<file path="src/rtl/mem_dev_bridge_if.sv">
// Bus bundle between the MEM stage, the device bridge and the peripheral
// channels. The slave modport is the bridge's own view of the bundle. The
// master modport is the environment's view: the CPU side plus the devices.
interface mem_dev_bridge_if #(
    parameter int NDEV = 2
);
    // CPU / MEM-stage side
    logic               cpu_req;
    logic               cpu_we;
    logic [31:0]        cpu_addr;
    logic [31:0]        cpu_wdata;
    logic [3:0]         cpu_be;
    logic               abort;
    logic               dev_hit;
    logic               stall;
    logic [31:0]        cpu_rdata;
    logic               bus_err;

    // Device side
    logic [NDEV-1:0]    dev_sel;
    logic [31:0]        dev_addr;
    logic               dev_we;
    logic [31:0]        dev_wdata;
    logic [NDEV*32-1:0] dev_rdata;
    logic [NDEV-1:0]    dev_ack;
    logic [NDEV-1:0]    dev_irq;
    logic [5:0]         hwint;

    modport slave (
        input  cpu_req, cpu_we, cpu_addr, cpu_wdata, cpu_be, abort,
        input  dev_rdata, dev_ack, dev_irq,
        output dev_hit, stall, cpu_rdata, bus_err,
        output dev_sel, dev_addr, dev_we, dev_wdata, hwint
    );

    modport master (
        output cpu_req, cpu_we, cpu_addr, cpu_wdata, cpu_be, abort,
        output dev_rdata, dev_ack, dev_irq,
        input  dev_hit, stall, cpu_rdata, bus_err,
        input  dev_sel, dev_addr, dev_we, dev_wdata, hwint
    );
endinterface

</file>
<file path="src/rtl/mem_dev_bridge.sv">
// MEM-stage system bridge. Word accesses at or above DEV_BASE are routed to
// one of NDEV device channels and the pipeline is stalled until the device
// acks. Unmapped or non-word accesses, and accesses that go unacknowledged
// for TIMEOUT cycles, finish with a one-cycle bus_err pulse. Device
// interrupt levels are registered into hwint.
//
// Device handshake: while a channel's dev_sel bit is high, dev_addr, dev_we
// and dev_wdata are held stable. The device completes the access by driving
// its dev_ack bit high, together with dev_rdata for reads, in a cycle where
// its dev_sel bit is high. The bridge samples dev_ack only in that window
// and drops dev_sel in the following cycle. An ack on any other channel, or
// outside that window, has no effect.
module mem_dev_bridge #(
    parameter int          NDEV     = 2,
    parameter logic [31:0] DEV_BASE = 32'h0000_7F00,
    parameter logic [31:0] DEV_SPAN = 32'h10,
    parameter int          TIMEOUT  = 15
) (
    input  logic                  clk,
    input  logic                  reset,
    mem_dev_bridge_if.slave       bus,
    output logic [1:0]            dbg_state
);
    localparam int CW      = (NDEV > 1) ? $clog2(NDEV) : 1;
    localparam int SPAN_SH = $clog2(DEV_SPAN);

    typedef enum logic [1:0] {
        IDLE = 2'd0,
        WAIT = 2'd1,
        DONE = 2'd2
    } state_t;

    state_t            state;
    logic [7:0]        cnt_q;
    logic              err_q;
    logic [CW-1:0]     chan_q;
    logic [NDEV-1:0]   sel_q;
    logic [31:0]       addr_q;
    logic              we_q;
    logic [31:0]       wdata_q;
    logic [31:0]       rdata_q;
    logic [5:0]        hwint_q;

    logic [31:0]       offset;
    logic [31:0]       chan_full;
    logic              mapped;
    logic              legal;
    logic              hit;
    logic              launch;
    logic              ack_sel;
    logic [31:0]       rdata_sel;
    logic [5:0]        irq_ext;

    // Address decode of the current CPU request and selection of the
    // in-flight channel's ack and read data.
    always_comb begin
        offset    = bus.cpu_addr - DEV_BASE;
        chan_full = offset >> SPAN_SH;
        mapped    = chan_full < 32'(NDEV);
        legal     = mapped && (bus.cpu_be == 4'hF) && (bus.cpu_addr[1:0] == 2'b00);
        hit       = bus.cpu_req && (bus.cpu_addr >= DEV_BASE);
        launch    = (state == IDLE) && hit && !bus.abort;
        ack_sel   = 1'b0;
        rdata_sel = 32'h0;
        for (int i = 0; i < NDEV; i++) begin
            if (chan_q == CW'(i)) begin
                ack_sel   = bus.dev_ack[i];
                rdata_sel = bus.dev_rdata[32*i +: 32];
            end
        end
    end

    // Access sequencer: launch, wait for ack or timeout, one retire cycle.
    always_ff @(posedge clk) begin
        if (reset) begin
            state   <= IDLE;
            cnt_q   <= 8'd0;
            err_q   <= 1'b0;
            chan_q  <= '0;
            sel_q   <= '0;
            addr_q  <= 32'h0;
            we_q    <= 1'b0;
            wdata_q <= 32'h0;
            rdata_q <= 32'h0;
        end else begin
            case (state)
                IDLE: begin
                    if (launch) begin
                        if (legal) begin
                            addr_q  <= {bus.cpu_addr[31:2], 2'b00};
                            we_q    <= bus.cpu_we;
                            wdata_q <= bus.cpu_wdata;
                            chan_q  <= chan_full[CW-1:0];
                            sel_q   <= NDEV'(1) << chan_full[CW-1:0];
                            state   <= WAIT;
                        end else begin
                            // Illegal access never reaches a device.
                            err_q   <= 1'b1;
                            rdata_q <= 32'h0;
                            state   <= DONE;
                        end
                    end
                end
                WAIT: begin
                    if (ack_sel) begin
                        rdata_q <= we_q ? 32'h0 : rdata_sel;
                        sel_q   <= '0;
                        state   <= DONE;
                    end else if (cnt_q == 8'(TIMEOUT - 1)) begin
                        // No ack within the budget: a timed-out write is dropped.
                        err_q   <= 1'b1;
                        rdata_q <= 32'h0;
                        sel_q   <= '0;
                        state   <= DONE;
                    end else begin
                        cnt_q <= cnt_q + 8'd1;
                    end
                end
                DONE: begin
                    err_q <= 1'b0;
                    cnt_q <= 8'd0;
                    state <= IDLE;
                end
                default: state <= IDLE;
            endcase
        end
    end

    // Zero-extend the device interrupt lines to the six CP0 inputs.
    always_comb begin
        irq_ext = 6'b0;
        for (int i = 0; i < NDEV; i++) begin
            irq_ext[i] = bus.dev_irq[i];
        end
    end

    // Interrupt lines are registered every cycle regardless of FSM state.
    always_ff @(posedge clk) begin
        if (reset) begin
            hwint_q <= 6'b0;
        end else begin
            hwint_q <= irq_ext;
        end
    end

    // In IDLE the stall is combinational so the request cycle itself freezes.
    assign bus.dev_hit   = hit;
    assign bus.stall     = launch || (state == WAIT);
    assign bus.cpu_rdata = rdata_q;
    assign bus.bus_err   = err_q && (state == DONE);
    assign bus.dev_sel   = sel_q;
    assign bus.dev_addr  = addr_q;
    assign bus.dev_we    = we_q;
    assign bus.dev_wdata = wdata_q;
    assign bus.hwint     = hwint_q;
    assign dbg_state     = state;
endmodule

</file>
<file path="src/flat_wrapper.sv">
// flat-port wrapper written by rule: the top's interface ports become plain ports
module mem_dev_bridge_flat 
#(
    parameter int          NDEV     = 2,
    parameter logic [31:0] DEV_BASE = 32'h0000_7F00,
    parameter logic [31:0] DEV_SPAN = 32'h10,
    parameter int          TIMEOUT  = 15
)
  (clk, reset, dbg_state, bus_cpu_req, bus_cpu_we, bus_cpu_addr, bus_cpu_wdata, bus_cpu_be, bus_abort, bus_dev_rdata, bus_dev_ack, bus_dev_irq, bus_dev_hit, bus_stall, bus_cpu_rdata, bus_bus_err, bus_dev_sel, bus_dev_addr, bus_dev_we, bus_dev_wdata, bus_hwint);
  mem_dev_bridge_if #(.NDEV(NDEV)) bus_i ();
  input  logic clk;
  input  logic reset;
  output logic [1:0] dbg_state;
  input wire logic [$bits(bus_i.cpu_req)-1:0] bus_cpu_req;
  input wire logic [$bits(bus_i.cpu_we)-1:0] bus_cpu_we;
  input wire logic [$bits(bus_i.cpu_addr)-1:0] bus_cpu_addr;
  input wire logic [$bits(bus_i.cpu_wdata)-1:0] bus_cpu_wdata;
  input wire logic [$bits(bus_i.cpu_be)-1:0] bus_cpu_be;
  input wire logic [$bits(bus_i.abort)-1:0] bus_abort;
  input wire logic [$bits(bus_i.dev_rdata)-1:0] bus_dev_rdata;
  input wire logic [$bits(bus_i.dev_ack)-1:0] bus_dev_ack;
  input wire logic [$bits(bus_i.dev_irq)-1:0] bus_dev_irq;
  output wire logic [$bits(bus_i.dev_hit)-1:0] bus_dev_hit;
  output wire logic [$bits(bus_i.stall)-1:0] bus_stall;
  output wire logic [$bits(bus_i.cpu_rdata)-1:0] bus_cpu_rdata;
  output wire logic [$bits(bus_i.bus_err)-1:0] bus_bus_err;
  output wire logic [$bits(bus_i.dev_sel)-1:0] bus_dev_sel;
  output wire logic [$bits(bus_i.dev_addr)-1:0] bus_dev_addr;
  output wire logic [$bits(bus_i.dev_we)-1:0] bus_dev_we;
  output wire logic [$bits(bus_i.dev_wdata)-1:0] bus_dev_wdata;
  output wire logic [$bits(bus_i.hwint)-1:0] bus_hwint;
  assign bus_i.cpu_req = bus_cpu_req;
  assign bus_i.cpu_we = bus_cpu_we;
  assign bus_i.cpu_addr = bus_cpu_addr;
  assign bus_i.cpu_wdata = bus_cpu_wdata;
  assign bus_i.cpu_be = bus_cpu_be;
  assign bus_i.abort = bus_abort;
  assign bus_i.dev_rdata = bus_dev_rdata;
  assign bus_i.dev_ack = bus_dev_ack;
  assign bus_i.dev_irq = bus_dev_irq;
  assign bus_dev_hit = bus_i.dev_hit;
  assign bus_stall = bus_i.stall;
  assign bus_cpu_rdata = bus_i.cpu_rdata;
  assign bus_bus_err = bus_i.bus_err;
  assign bus_dev_sel = bus_i.dev_sel;
  assign bus_dev_addr = bus_i.dev_addr;
  assign bus_dev_we = bus_i.dev_we;
  assign bus_dev_wdata = bus_i.dev_wdata;
  assign bus_hwint = bus_i.hwint;
  mem_dev_bridge #(.NDEV(NDEV), .DEV_BASE(DEV_BASE), .DEV_SPAN(DEV_SPAN), .TIMEOUT(TIMEOUT)) u_core (.clk(clk), .reset(reset), .bus(bus_i), .dbg_state(dbg_state));
endmodule
</file>
<file path="config.mk">
export PLATFORM = sky130hd
export DESIGN_NAME = mem_dev_bridge_flat
export DESIGN_NICKNAME = d
export VERILOG_FILES = /design/src/rtl/mem_dev_bridge_if.sv /design/src/rtl/mem_dev_bridge.sv /design/src/flat_wrapper.sv
export SDC_FILE = /design/constraint.sdc
export NUM_CORES = 1
export LEC_CHECK = 0
export ABC_AREA = 0
export CORE_ASPECT_RATIO = 0.5
export CORE_MARGIN = 1.5
export CORE_UTILIZATION = 34
export DETAILED_ROUTE_END_ITERATION = 7
export GPL_ROUTABILITY_DRIVEN = 0
export PLACE_DENSITY_LB_ADDON = 0.25
export SLEW_MARGIN = 10
export SYNTH_ARGS = -nofsm -noshare
export SYNTH_HDL_FRONTEND = slang
export SYNTH_SLANG_ARGS = --single-unit
</file>
<file path="constraint.sdc">
create_clock -name clk -period 1.9 [get_ports clk]
set_input_delay 0.285 -clock clk [delete_from_list [all_inputs] [get_ports clk]]
set_output_delay 0.285 -clock clk [all_outputs]
set_load 0.01 [all_outputs]
</file>
==> impl_metrics.ini, run 1 <==
[outcome]
outcome = complete, no violations

[hold_path]
hp-class = in -> reg

[worst_setup_path]
crit_fanout = 8
cp.required_ns = 2.12
crit_type = reg -> reg
critPathArrivalTime_ns = 2.12
start_kind = flop
setup.worst_path.end_class = flop

[timing]
period_needed_ns = 1.90
setup_viol = 0
max_freq_ghz = 0.527
tns_ns = 0
rsz0062_at_grt = true
fin_skew_ns = 0.00617
fin_crit_sh = 0.998
final_hold_viol_count = 0
finalMaxSlewViolations = 0
holdWs_ns = 0.339

[place]
placed_cell_area_um2 = 7020
io_buffers = 244
hpwlAfterDp_um = 9660

[synthesis]
netlist_area_um2 = 4320
avgSynthCellArea_um2 = 8.98
postSynthCellCount = 481
synth.distinct_cells = 46
synth_warnings = 0
synth_area_leader_cell = dfxtp_1
netlist.area_leader.share = 0.510
synth_area_leaders = dfxtp_1, nand2_1, mux2i_1
yosysSeqAreaShare = 0.510
ys_ff_latch = 110

[floorplanning]
coreArea_um2 = 12100
dieArea_um2 = 13400
boundaryPins = 251
initial_core_util = 0.357
die_x_um = 162
die_y_um = 82.7
rows = 28

[clocking]
htree_levels = 3
cts.clk_slew.worst_paths_ns = 0.07
hold_buffers = 0
ctsLongestPathBuffers = 2
clockRootBuffer = clkbuf_16
cts_sinks = 110
tritoncts = done
cts_inserted_buffers = 9
clkLatencyLatePin_ns = 0.33

[detailed_routing]
routed_wl_um = 13500
first_pass_iters = 4
avgRoutedWirePerCell_um = 14.7
ant_nets = 0
viasPerCell = 4.64
drt_iter0_markers = 244
drc_errors = 0
vias = 4261

[grt]
grt-ovfl-total = 0
grt_pass1_vias = 4066
grt_usage = 0.194
grt_pass1_wl_um = 20500
grt_max_degree = 33
antenna_found_initial = 0

[power_and_ir_drop]
peakVddDrop_mv = 0.383
combPwrFrac = 0.109
total_power_mw = 4.88
p_leak_nw = 2.96
p_int_mw = 3.84
pwr-share-clk = 0.416
seqPwrFrac = 0.475
power_density_nw_per_um2 = 633
netSwitchingFraction = 0.211
power.switching_mw = 1.03

[layout]
fill_cells = 1005
drive_gt1_frac = 0.139
area_delta_synth_final_pct = 78.2
multi_input_area_um2 = 2080
num_antenna_cells = 0
fin_nets = 894
register_area_um2 = 2210
final_area_um2 = 7700

[job]
maxCapViolations = 0
==> final timing paths <==
| check | start | to | slack, ns | cells past startpoint |
|---|---|---|---|---|
| worst min register to register | u_core.bus.cpu_rdata[6]$_SDFFE_PP0P_ | u_core.bus.cpu_rdata[6]$_SDFFE_PP0P_ | 0.45 | 2 |
| worst max register to register | u_core.cnt_q[6]$_SDFFE_PP0P_ | u_core.bus.cpu_rdata[11]$_SDFFE_PP0P_ | 0.004 | 8 |
| worst min-delay path | reset | u_core.bus.dev_sel[0]$_SDFFE_PP0P_ | 0.34 | 3 |
| worst max-delay path | u_core.cnt_q[6]$_SDFFE_PP0P_ | u_core.bus.cpu_rdata[11]$_SDFFE_PP0P_ | 0.004 | 8 |
==> layout make-up <==
type | instances | area share
Timing Repair Buffer | 284 | 0.371
Sequential cell | 110 | 0.287
Multi-Input combinational cell | 336 | 0.270
Clock buffer | 11 | 0.0315
Tap cell | 165 | 0.0268
Clock inverter | 5 | 0.0106
Inverter | 7 | 0.00341
==> power by group through the flow <==
stage	sequential, mW	combinational (mW)	clock [mW]
2_1_floorplan	2.37	0.139	0
3_3_place_gp	2.37	0.488	0
4_1_cts	2.31	0.523	2.09
6_report	2.31	0.530	2.03
3_5_place_dp	2.37	0.493	0
5_1_grt	2.32	0.566	2.20
==> per-layer routing <==
metal | vias up | global-route usage | share of wire
li1 | 2138 | - | -
met2 | 140 | 0.347 | 0.49
met1 | 1971 | 0.233 | 0.43
met4 | 0 | 0.0440 | 0.010
met5 | - | 0 | 0
met3 | 12 | 0.0614 | 0.076
==> logic make-up (layout without fill, tap and decap cells) <==
group           after synthesis  in the layout  share of synthesized area
simple gates                194            194                      0.206
other cells                   1              6                   0.000868
xor+xnor                      6              6                     0.0122
flops                       110            110                      0.510
compound gates               91             91                      0.122
mux                          34             34                     0.0796
fa+ha+maj                     5              5                     0.0145
buf+inv                      40            307                     0.0553
==> metrics by stage <==
step / utilization / instances / worst slack [ns]
detailed placement: 0.581 / 890 / -0.467
CTS: 0.622 / 915 / 0.00442
global route: 0.637 / 918 / -0.0663
global placement: 0.581 / 890 / -0.428
floorplan: - / 486 / 0.0847
finish: 0.637 / 918 / 0.00370
==> Yosys cell counts, drive strengths merged <==
cell    number
nand2      114
dfxtp      110
a21oi       41
o21ai       35
mux2i       34
nor2        28
and2        23
buf         19
clkbuf      14
inv          7
xor2         6
ha           5
nand4        5
nor3         4
nor4         4
a211oi       3
nand3        3
nor2b        3
a21o         2
and4         2
nand2b       2
o22ai        2
or3          2
a211o        1
a22o         1
a311oi       1
a31o         1
a31oi        1
and3         1
and4b        1
conb         1
nor3b        1
o211ai       1
o311a        1
o31ai        1
or4          1
==> critical path: stages (launching register included) <==
cell	delay, ns
dfxtp_2	0.32
or4_4	0.55
o211ai_4	0.26
a31o_4	0.19
a31oi_4	0.04
buf_6	0.15
buf_12	0.14
nand2_1	0.07
o21ai_1	0.06
==> what timing repair did <==
action,CTS,global route
gates cloned,3,0
buffers inserted,7,4
endpoints found under the setup margin,96,81
pin swaps,19,24
resized for setup,42,53
==> flip-flops by register name (all words and copies together), names as in the netlist <==
name                  count
u_core.bus.dev_addr      30
u_core.bus.hwint          2
u_core.cnt_q              8
u_core.bus.dev_sel        2
u_core.bus.dev_wdata     32
u_core.dbg_state          2
u_core.err_q              1
u_core.bus.dev_we         1
u_core.bus.cpu_rdata     32
==> placed cells by master (no fill, tap or decap), types with 5 or more instances in the layout <==
cell type        count
nand4_1              5
dfxtp_1            107
nand2_2             12
nand2_1             99
a21oi_1             41
mux2i_1             33
o21ai_1             28
clkbuf_16            9
buf_4               28
buf_6                7
and2_1              22
nor2_1              27
inv_1                7
dlygate4sd2_1       14
clkdlybuf4s50_1    211
conb_1               6
xor2_1               6
o21ai_2              6
dlymetal6s2s_1      16
Note: power is estimated with default switching activity, not from simulation.
==> inputs of run 2 (changes only) <==
CORE_MARGIN = default   (was 1.5)
==> run 2 against run 1 <==
  * The run now ends with negative setup slack left
  * Non-clock buffer count did not move
  * Clock skew up 0.00056 ns
  * Clock power decreased by 12%
  * Routed wire length fell by 1.9%
  * Maximum frequency is 0.87% lower
==> impl_metrics.ini, run 2 (synthesis results as in run 1) <==
[power_and_ir_drop]
p_leak_nw = 2.81
power_density_nw_per_um2 = 605
netSwitchingFraction = 0.226
power.switching_mw = 1.05
combPwrFrac = 0.116
pwr-share-clk = 0.385
p_int_mw = 3.59
seqPwrFrac = 0.499
total_power_mw = 4.64
peakVddDrop_mv = 0.434

[outcome]
violations = negative setup slack
outcome = finished with violations

[layout]
final_area_um2 = 7660
layout_common_cells = clkdlybuf4s50_1, dfxtp_1, nand2_1
drive_gt1_frac = 0.141
layout_commonest_cell = clkdlybuf4s50_1
fin_nets = 894
num_antenna_cells = 0
instances_no_fill = 918
fill_cells = 1020
area_delta_synth_final_pct = 77.4

[floorplanning]
die_x_um = 161
rows = 28
boundaryPins = 251
dieArea_um2 = 13200
coreArea_um2 = 12100
initial_core_util = 0.357
die_y_um = 81.7

[place]
placed_cell_area_um2 = 7090
hpwlAfterDp_um = 9440
post-place-cells = 892
io_buffers = 244

[worst_setup_path]
start_kind = input port
cp.required_ns = 2.18
slowest_delay_ns = 0.45
critPathArrivalTime_ns = 2.19
crit_fanout = 8
crit_type = in -> reg
path_cells = clkdlybuf4s50_1, a211oi_2, nand3_2, a211o_4, a31oi_4, buf_12, clkbuf_16, nand2_1, o21ai_1
reg2reg_slack_ns = 0
setup.worst_path.end_class = flop
critPathSlowestCell = clkdlybuf4s50_1

[timing]
layout_setup_ws_ns = -0.0129
setup_viol = 10
fin_crit_sh = 1.01
finalMaxSlewViolations = 0
final_hold_viol_count = 0
fin_skew_ns = 0.00673
rsz0062_at_grt = true
period_needed_ns = 1.91
max_freq_ghz = 0.523

[detailed_routing]
routed_wl_um = 13300
first_pass_iters = 4
ant_nets = 0
viasPerCell = 4.56
avgRoutedWirePerCell_um = 14.5
drc_errors = 0
drt_iter0_markers = 115
vias = 4185

[grt]
grt_max_degree = 57
grt-ovfl-total = 0
grt_pass1_wl_um = 20100
grt_usage = 0.196
antenna_found_initial = 0
grt_pass1_vias = 4003

[clocking]
hold_buffers = 0
cts_inserted_buffers = 9
tritoncts = done
htree_levels = 3
cts_sinks = 110
clockRootBuffer = clkbuf_16
ctsLongestPathBuffers = 2
clkLatencyLatePin_ns = 0.34
cts.clk_slew.worst_paths_ns = 0.07

[hold_path]
hp-class = in -> reg

[job]
maxCapViolations = 0
[run 2: cell types whose count changed in the layout (fill, tap and decap cells not counted), sizes merged]
cell / previous run / this run
inv: 8 / 10
dlygate4sd2: 14 / 15
clkinv: 1 / 3
clkdlybuf4s50: 211 / 221
bufinv: 2 / 0
clkinvlp: 1 / 0
clkdlybuf4s15: 0 / 3
buf: 43 / 42
dlymetal6s2s: 16 / 2
[run 2: worst paths after layout]
check / to / startpoint / depth (start not counted)
max: u_core.bus.cpu_rdata[18]$_SDFFE_PP0P_ / bus_cpu_addr[0] / 9
min: u_core.bus.dev_addr[9]$_SDFFE_PP0P_ / reset / 3
max reg2reg: u_core.bus.cpu_rdata[18]$_SDFFE_PP0P_ / u_core.cnt_q[5]$_SDFFE_PP0P_ / 8
min reg2reg: u_core.bus.cpu_rdata[21]$_SDFFE_PP0P_ / u_core.bus.cpu_rdata[21]$_SDFFE_PP0P_ / 2
[run 2: timing repair]
item                       CTS  global route
pin swaps                   17            18
gates cloned                 2             1
resized for setup           53            33
setup buffers               10             0
setup endpoints to repair  101            68
[run 2: metrics by stage]
step	util	TNS [ns]	hold slack [ns]	worst slack [ns]
3_5_place_dp	0.586	-46.61	0.440	-0.575
4_1_cts	0.625	0	0.400	0.00138
2_1_floorplan	-	0	0.379	0.0847
5_1_grt	0.634	-1.26	0.407	-0.0699
3_3_place_gp	0.586	-40.67	0.434	-0.465
6_report	0.634	-0.0534	0.412	-0.0129
[run 2: layer usage]
layer,vias to the layer above,share of wire,GRT usage
li1,2125,-,-
met1,1941,0.43,0.233
met2,113,0.50,0.355
met3,6,0.063,0.0611
met4,0,0.0041,0.0358
met5,-,0,0
[run 2: final cells by class]
type	instances	area, um^2	area share
Multi-Input combinational cell	336	2060	0.269
Tap cell	165	206	0.0269
Timing Repair Buffer	284	2890	0.377
Clock buffer	10	239	0.0312
Sequential cell	110	2210	0.288
Inverter	7	26.3	0.00343
Clock inverter	6	41.3	0.00539
[run 2: critical path: cells and delay by family]
kind / cells / cell delay (ns)
and+or+nand+nor: 2 / 0.21
buffers and inverters: 3 / 0.76
AOI/OAI and AO/OA: 4 / 0.93
[run 2: power groups by stage]
| stage | clock, mW | combinational [mW] | sequential (mW) |
|---|---|---|---|
| after floorplan | 0 | 0.139 | 2.37 |
| after detailed placement | 0 | 0.493 | 2.37 |
| after global routing | 1.96 | 0.576 | 2.32 |
| after global placement | 0 | 0.489 | 2.37 |
| final | 1.79 | 0.538 | 2.31 |
| after CTS | 1.86 | 0.526 | 2.31 |
